File: src/rtl/mem_arbiter.sv
// Shared main-memory port arbiter between I-cache and D-cache.
// The arbiter grants one requester at a time, in this priority order:
// D-cache store first, then D-cache fill, then I-cache fill.
// A block fill issues BLK_WORDS back-to-back word reads.
// Each returning word is tagged with its index within the block.
// A D-cache write-through store is a single one-cycle write.
// All memory-facing and cache-facing outputs decode from the state register,
// so the latched address and data registers need no reset.
module mem_arbiter #(
    parameter int ADDR_W    = 16,
    parameter int DATA_W    = 16,
    parameter int BLK_WORDS = 8
) (
    input  logic                         clk,
    input  logic                         rst_n,
    input  logic                         i_req,
    input  logic [ADDR_W-1:0]            i_addr,
    input  logic                         d_req,
    input  logic                         d_wr_req,
    input  logic [ADDR_W-1:0]            d_addr,
    input  logic [DATA_W-1:0]            d_wdata,
    output logic                         mem_en,
    output logic                         mem_wr,
    output logic [ADDR_W-1:0]            mem_addr,
    output logic [DATA_W-1:0]            mem_wdata,
    input  logic                         mem_rvalid,
    output logic                         i_fill,
    output logic                         d_fill,
    output logic                         fill_valid,
    output logic [$clog2(BLK_WORDS)-1:0] fill_word,
    output logic                         i_done,
    output logic                         d_done
);

    localparam int LW = $clog2(BLK_WORDS);
    localparam int CW = LW + 1;

    typedef enum logic [1:0] {IDLE, FILL, WRITE, DONE} state_t;

    state_t             state;
    state_t             state_nx;
    logic               owner_d;
    logic [CW-1:0]      iss;
    logic [CW-1:0]      ret;
    logic [ADDR_W-1:0]  addr_lat;
    logic [DATA_W-1:0]  wdata_lat;
    logic               grant;
    logic               iss_open;

    // Clear the byte-in-block bits to get the block base address.
    function automatic logic [ADDR_W-1:0] blk_base(input logic [ADDR_W-1:0] a);
        return a & ~(ADDR_W'(2 * BLK_WORDS - 1));
    endfunction

    assign grant    = d_wr_req | d_req | i_req;
    assign iss_open = (iss < CW'(BLK_WORDS));

    // State register; reset aborts any transfer in flight.
    always_ff @(posedge clk or negedge rst_n) begin
        if (!rst_n) state <= IDLE;
        else        state <= state_nx;
    end

    // Next state: grant by priority in IDLE.
    // A fill ends when its last return is accepted.
    always_comb begin
        state_nx = state;
        case (state)
            IDLE: begin
                if (d_wr_req)            state_nx = WRITE;
                else if (d_req || i_req) state_nx = FILL;
            end
            FILL: begin
                if (mem_rvalid && ret == CW'(BLK_WORDS - 1)) state_nx = DONE;
            end
            WRITE:   state_nx = DONE;
            DONE:    state_nx = IDLE;
            default: state_nx = IDLE;
        endcase
    end

    // Owner latch plus issue/return counters.
    // Counters restart on every IDLE cycle and saturate at BLK_WORDS.
    always_ff @(posedge clk or negedge rst_n) begin
        if (!rst_n) begin
            owner_d <= 1'b0;
            iss     <= '0;
            ret     <= '0;
        end else begin
            case (state)
                IDLE: begin
                    iss <= '0;
                    ret <= '0;
                    if (grant) owner_d <= d_wr_req | d_req;
                end
                FILL: begin
                    if (iss_open) iss <= iss + 1'b1;
                    if (mem_rvalid && ret != CW'(BLK_WORDS)) ret <= ret + 1'b1;
                end
                default: ;
            endcase
        end
    end

    // Latch address (block base for fills, exact for stores) and store data at grant.
    always_ff @(posedge clk) begin
        if (state == IDLE) begin
            if (d_wr_req) begin
                addr_lat  <= d_addr;
                wdata_lat <= d_wdata;
            end else if (d_req) begin
                addr_lat  <= blk_base(d_addr);
            end else if (i_req) begin
                addr_lat  <= blk_base(i_addr);
            end
        end
    end

    // Output decode from state.
    // Returns are passed through combinationally only during FILL.
    always_comb begin
        mem_en     = 1'b0;
        mem_wr     = 1'b0;
        mem_addr   = '0;
        mem_wdata  = '0;
        fill_valid = 1'b0;
        fill_word  = '0;
        i_fill     = 1'b0;
        d_fill     = 1'b0;
        i_done     = 1'b0;
        d_done     = 1'b0;
        case (state)
            FILL: begin
                i_fill = ~owner_d;
                d_fill = owner_d;
                if (iss_open) begin
                    mem_en   = 1'b1;
                    mem_addr = addr_lat + ADDR_W'({iss[LW-1:0], 1'b0});
                end
                if (mem_rvalid) begin
                    fill_valid = 1'b1;
                    fill_word  = ret[LW-1:0];
                end
            end
            WRITE: begin
                i_fill    = ~owner_d;
                d_fill    = owner_d;
                mem_en    = 1'b1;
                mem_wr    = 1'b1;
                mem_addr  = addr_lat;
                mem_wdata = wdata_lat;
            end
            DONE: begin
                i_fill = ~owner_d;
                d_fill = owner_d;
                i_done = ~owner_d;
                d_done = owner_d;
            end
            default: ;
        endcase
    end

endmodule

File: config.mk
export PLATFORM = sky130hd
export DESIGN_NAME = mem_arbiter
export DESIGN_NICKNAME = d
export VERILOG_FILES = /design/src/rtl/mem_arbiter.sv
export SDC_FILE = /design/constraint.sdc
export NUM_CORES = 1
export LEC_CHECK = 0
export CAP_MARGIN = 20
export CORE_ASPECT_RATIO = 1.2
export CORE_MARGIN = 2
export CORE_UTILIZATION = 44
export DETAILED_ROUTE_END_ITERATION = 8
export GPL_ROUTABILITY_DRIVEN = 0
export PLACE_DENSITY = 0.86
export SYNTH_ARGS = -nofsm -noshare
export SYNTH_HDL_FRONTEND = slang
export SYNTH_SLANG_ARGS = --single-unit
File: constraint.sdc
create_clock -name clk -period 2.6 [get_ports clk]
set_input_delay 0.26 -clock clk [delete_from_list [all_inputs] [get_ports clk]]
set_output_delay 0.26 -clock clk [all_outputs]
set_load 0.02 [all_outputs]
### Word level (Yosys, flattened, before mapping)

Cells that the tools add are included.

| cells by class | value |
|---|---|
| bitwise logic cells | 3 |
| muxes and demuxes | 25 |
| add/subtract/negate cells | 3 |
| $lt $le $gt $ge | 1 |
| equality and inequality tests | 9 |
| reduce and logical (&&, ||, !) cells | 13 |

Operator list:

| cell | count |
|---|---|
| two-way mux 16 bit | 5 |
| case mux 16 bit (2 select lines) | 1 |
| adder 16 x 4 -> 16 bit | 1 |
| case mux 4 bit (2 select lines) | 2 |
| AND reduction 2 bit | 6 |
| adder 4 x 1 -> 4 bit, second input constant | 2 |
| two-way mux 1 bit | 8 |
| two-way mux 4 bit | 2 |
| case mux 2 bit (4 select lines) | 1 |
| two-way mux 2 bit | 3 |
| two-way mux 3 bit | 2 |
| != test 2 bit, second input constant | 3 |
| == test 2 bit, second input constant | 2 |
| == test 4 x 3 -> 1 bit, second input constant | 1 |
| < comparator 4 bit, second input constant | 1 |
| != test 4 bit, second input constant | 1 |
| != test 3 bit, second input constant | 1 |
| nonzero test 3 bit | 1 |
| OR reduction 3 bit | 1 |
| == test 2 x 1 -> 1 bit, second input constant | 1 |
| logical AND 1 bit | 2 |
| logical NOT 2 bit | 1 |
| OR 1 bit | 2 |
| case mux 1 bit (2 select lines) | 1 |
| 3 further kinds | 3 |

| storage, ports and cells | value |
|---|---|
| input bits | 54 |
| flip-flop bits (word level) | 43 |
| output and inout port bits | 42 |
| logic and storage cells | 60 |

### Depth between registers and ports, before layout

| logic depth | value |
|---|---|
| word-level depth | 4 |
| depth in mapped cells | 7 |

### Worst setup path before layout

No wires, ideal clock.

| timing | value |
|---|---|
| path kind | register to output |
| from | register iss[0] |
| to | output port mem_addr[13] |
| stages on the path, launching flop included | 8 |
| setup slack | 0.376 ns |
| data arrival time | 1.964 ns |
| cell sequence | dfrtp_1 -> ha_1 -> inv_1 -> fa_1 -> and2b_1 -> o21a_1 -> a41oi_1 -> a31oi_1 |

| on the way | value |
|---|---|
| word-level cells in the longest chain between the ends | 3 |
| elaborated cells between the ends (all ways) | 4 |

RTL lines:

| element | RTL line | RTL |
|---|---|---|
| start: declaration | 43 | `logic [CW-1:0] iss;` |
| start signal: assignment | 97 | `if (iss_open) iss <= iss + 1'b1;` |
| adder 16 x 4 -> 16 bit or < comparator 4 bit (tied branches) | 138, 56 |  |
| two-way mux 16 bit (*) | 136 | `if (iss_open) begin` |
| case mux 16 bit (2 select lines) (*) | 132 | `case (state)` |
| end: declaration | 24 | `output logic [ADDR_W-1:0] mem_addr,` |

Every way passes the cells marked *; elsewhere a longest branch is shown, timed or not.

### Final worst setup path

| timing | value |
|---|---|
| from | register addr_lat[1] |
| to | output port mem_addr[9] |

| on the way | value |
|---|---|
| word-level cells in the longest chain between the ends | 3 |

RTL lines:

| element | RTL line | RTL |
|---|---|---|
| start: declaration | 45 | `logic [ADDR_W-1:0] addr_lat;` |
| start signal: assignment | 109 | `addr_lat <= d_addr;` |
| start signal: assignment | 112 | `addr_lat <= blk_base(d_addr);` |
| start signal: assignment | 114 | `addr_lat <= blk_base(i_addr);` |
| adder 16 x 4 -> 16 bit | 138 | `mem_addr = addr_lat + ADDR_W'({iss[LW-1:0], 1'b0});` |
| two-way mux 16 bit | 136 |  |
| case mux 16 bit (2 select lines) | 132 |  |

Every way passes these cells.

==> impl_metrics.toml <==
[grt]
grt_pass1_vias = 2061
grt_pass1_wl_mm = 9.23
grt_max_degree = 23
antenna_found_initial = 0
overflow = 0
grt_use_total_pct = 19.0

[pwr]
leakage_uw = 0.00155
ir_drop_mv = 0.631
power_uw = 3640
power_density_nw_per_um2 = 987

[clock_network]
htreeDepth = 2
cts.sinks = 43
ctsHoldBuffers = 0
cts_tree = "built"
cts.path.max_buffers = 2
clock-root-buffer = "clkbuf_8"
numCtsBuffers = 5
clk_pin_slew_ns = 0.09
clk_latency_ns = 0.30

[timing]
max_freq_mhz = 388
rsz0062_at_grt = "yes"
finalSetupViolCount = 0
setup_slack_ns = 0.0240
tightest_slew_ns = 0.529
post-route-min-period_ns = 2.58
skew_ns = 0.00635
timing.hold.ws_ns = 0.299
finalCritPeriodShare_pct = 99.1
hold_viol = 0
slew_violations = 0
max_slew_margin_pct = 64.6

[synthesis]
synthCells = 227
synth.area.top_cells = "edfxtp_1 (39%), dfrtp_1 (11%), and2_1 (6.8%)"
yosysWarnings = 0
avgSynthCellArea_um2 = 10.9
synthArstFlopShare_pct = 25.6
yosysTopAreaCell = "edfxtp_1"
ys_seq_elements = 43
ys_seq_area_share_pct = 50.1
synth_cell_type_count = 46
synth-edff-count = 32
synth_top_area_share_pct = 38.9
ys_dominant_reg_cell = "edfxtp_1"
syn_nets = 292
netlist_area_um2 = 2470

[final_layout]
drive_above_1_share_pct = 19.6
layout_common_cells = "clkdlybuf4s50_1 (74), edfxtp_1 (32), and2_1 (27)"
diodes = 0
area_growth_pct = 49.6
fin_area_um2 = 3690
final_common_cell = "clkdlybuf4s50_1"
nNetsFinal = 401

[worst_setup_path]
path_class = "register to output port"
end_kind = "output port"
rrSetupSlack_ns = 0.75
crit_path_start_kind = "register"
r2r-start = "state[0]"
arrival_ns = 2.32
cp_max_fo = 4
reg2reg_to = "addr_lat[6]"
reg2reg_depth = 5
worstPathRequired_ns = 2.34

[placed_design]
place_hpwl_mm = 4.47
dp_slack_ns = -0.0879
numPortBuffers = 91
place_area_um2 = 3540

[drt]
drc = 0
first_pass_iters = 4
drt-initial-drc-count = 51
viasPerCell = 5.43
wire_per_inst_um = 14.6
finalWirelength_mm = 5.82
postRouteAntennaNets = 0
vias = 2168

[min_path]
hold_path_class = "primary input to asynchronous set/reset pin"

[die]
die_h_um = 86.0
die_width_um = 72.4
rows = 29
dieArea_um2 = 6230
io_pins = 96
start_util_pct = 46.3
core_um2 = 5330

[status]
status = "complete, no violations"

[run]
maxCapViolations = 0
[per-layer routing]
layer  vias to the layer above  GRT usage, %  routed length, um
met5                         -             0                  0
met4                         0          7.03                124
met3                        14          3.53                333
met2                        83          33.0               2890
met1                      1021          23.1               2470
li1                       1050             -                  -
[cell usage after synthesis (3+ instances only)]
cell type   n
nand3_1     5
edfxtp_1   32
nand2_1    15
nor2_1     12
a21oi_1    11
dfrtp_1    11
and3_1      5
o21ai_0    12
clkbuf_1    3
o211ai_1    3
a41oi_1     3
mux2_2     13
nand2b_1    3
ha_1       10
and2_1     27
xnor2_1     3
nor2b_1     5
inv_1      15
a31oi_1     3
[worst max-delay path, stage by stage, from the launching register on]
cell and delay, ns:
edfxtp_1 0.36, ha_2 0.20, inv_2 0.04, fa_2 0.32
and2b_2 0.26, buf_6 0.11, o2111ai_2 0.11, or3_4 0.39
o21ai_2 0.08, buf_6 0.14
[power breakdown]
group          internal, uW  total (uW)  switching (uW)
clock                   192         439             247
sequential              937        1070             131
combinational           970        2140            1170
[per-stage QoR]
step | std cells | setup TNS (ns) | utilization, %
3_5_place_dp | 389 | -0.187 | 66.4
2_1_floorplan | 227 | 0 | -
3_3_place_gp | 388 | -0.152 | 66.2
4_1_cts | 398 | -0.0691 | 68.2
6_report | 399 | 0 | 69.2
5_1_grt | 399 | -0.175 | 69.2
[sequential cells by signal, summed over array words and instances, names as in the netlist]
name / count
state: 2
iss: 4
wdata_lat: 16
owner_d: 1
addr_lat: 16
ret: 4
[cells by family (layout without fill, tap and decap cells)]
logic type | Yosys count | count (layout) | synth area share (%)
AOI/OAI and AO/OA | 51 | 51 | 14.1
xor gates and xnor gates | 4 | 4 | 1.42
adders and majority gates | 11 | 11 | 5.88
buffers and inverters | 20 | 130 | 3.14
DFF | 43 | 43 | 50.1
muxes | 13 | 13 | 5.93
and+or+nand+nor | 85 | 85 | 19.4
[worst max-delay path by stage]
| stage | startpoint | end | slack [ns] | cells past startpoint |
|---|---|---|---|---|
| floorplan | iss[0] | mem_addr[13] | 0.38 | 7 |
| CTS | iss[0] | mem_addr[15] | -0.06 | 8 |
| finish | addr_lat[1] | mem_addr[9] | 0.02 | 9 |
| global route | addr_lat[1] | mem_addr[9] | -0.06 | 9 |
| global placement | iss[0] | mem_addr[15] | -0.1 | 8 |
| detailed placement | iss[0] | mem_addr[15] | -0.09 | 8 |
[what timing repair did]
item / CTS / global route
pin swaps: 0 / 7
resized for setup: 41 / 32
setup buffers: 1 / 1
endpoints found under the setup margin: 12 / 15
[area by class of cell]
cell class | count | area [um2]
clock inverter | 3 | 23.8
clock buffer | 5 | 68.8
inverter | 15 | 56.3
multi-input combinational | 164 | 1220
sequential | 43 | 1240
fill | 387 | 1640
tap | 62 | 77.6
timing repair buffer | 107 | 1010
(Power assumes the default switching activity.)
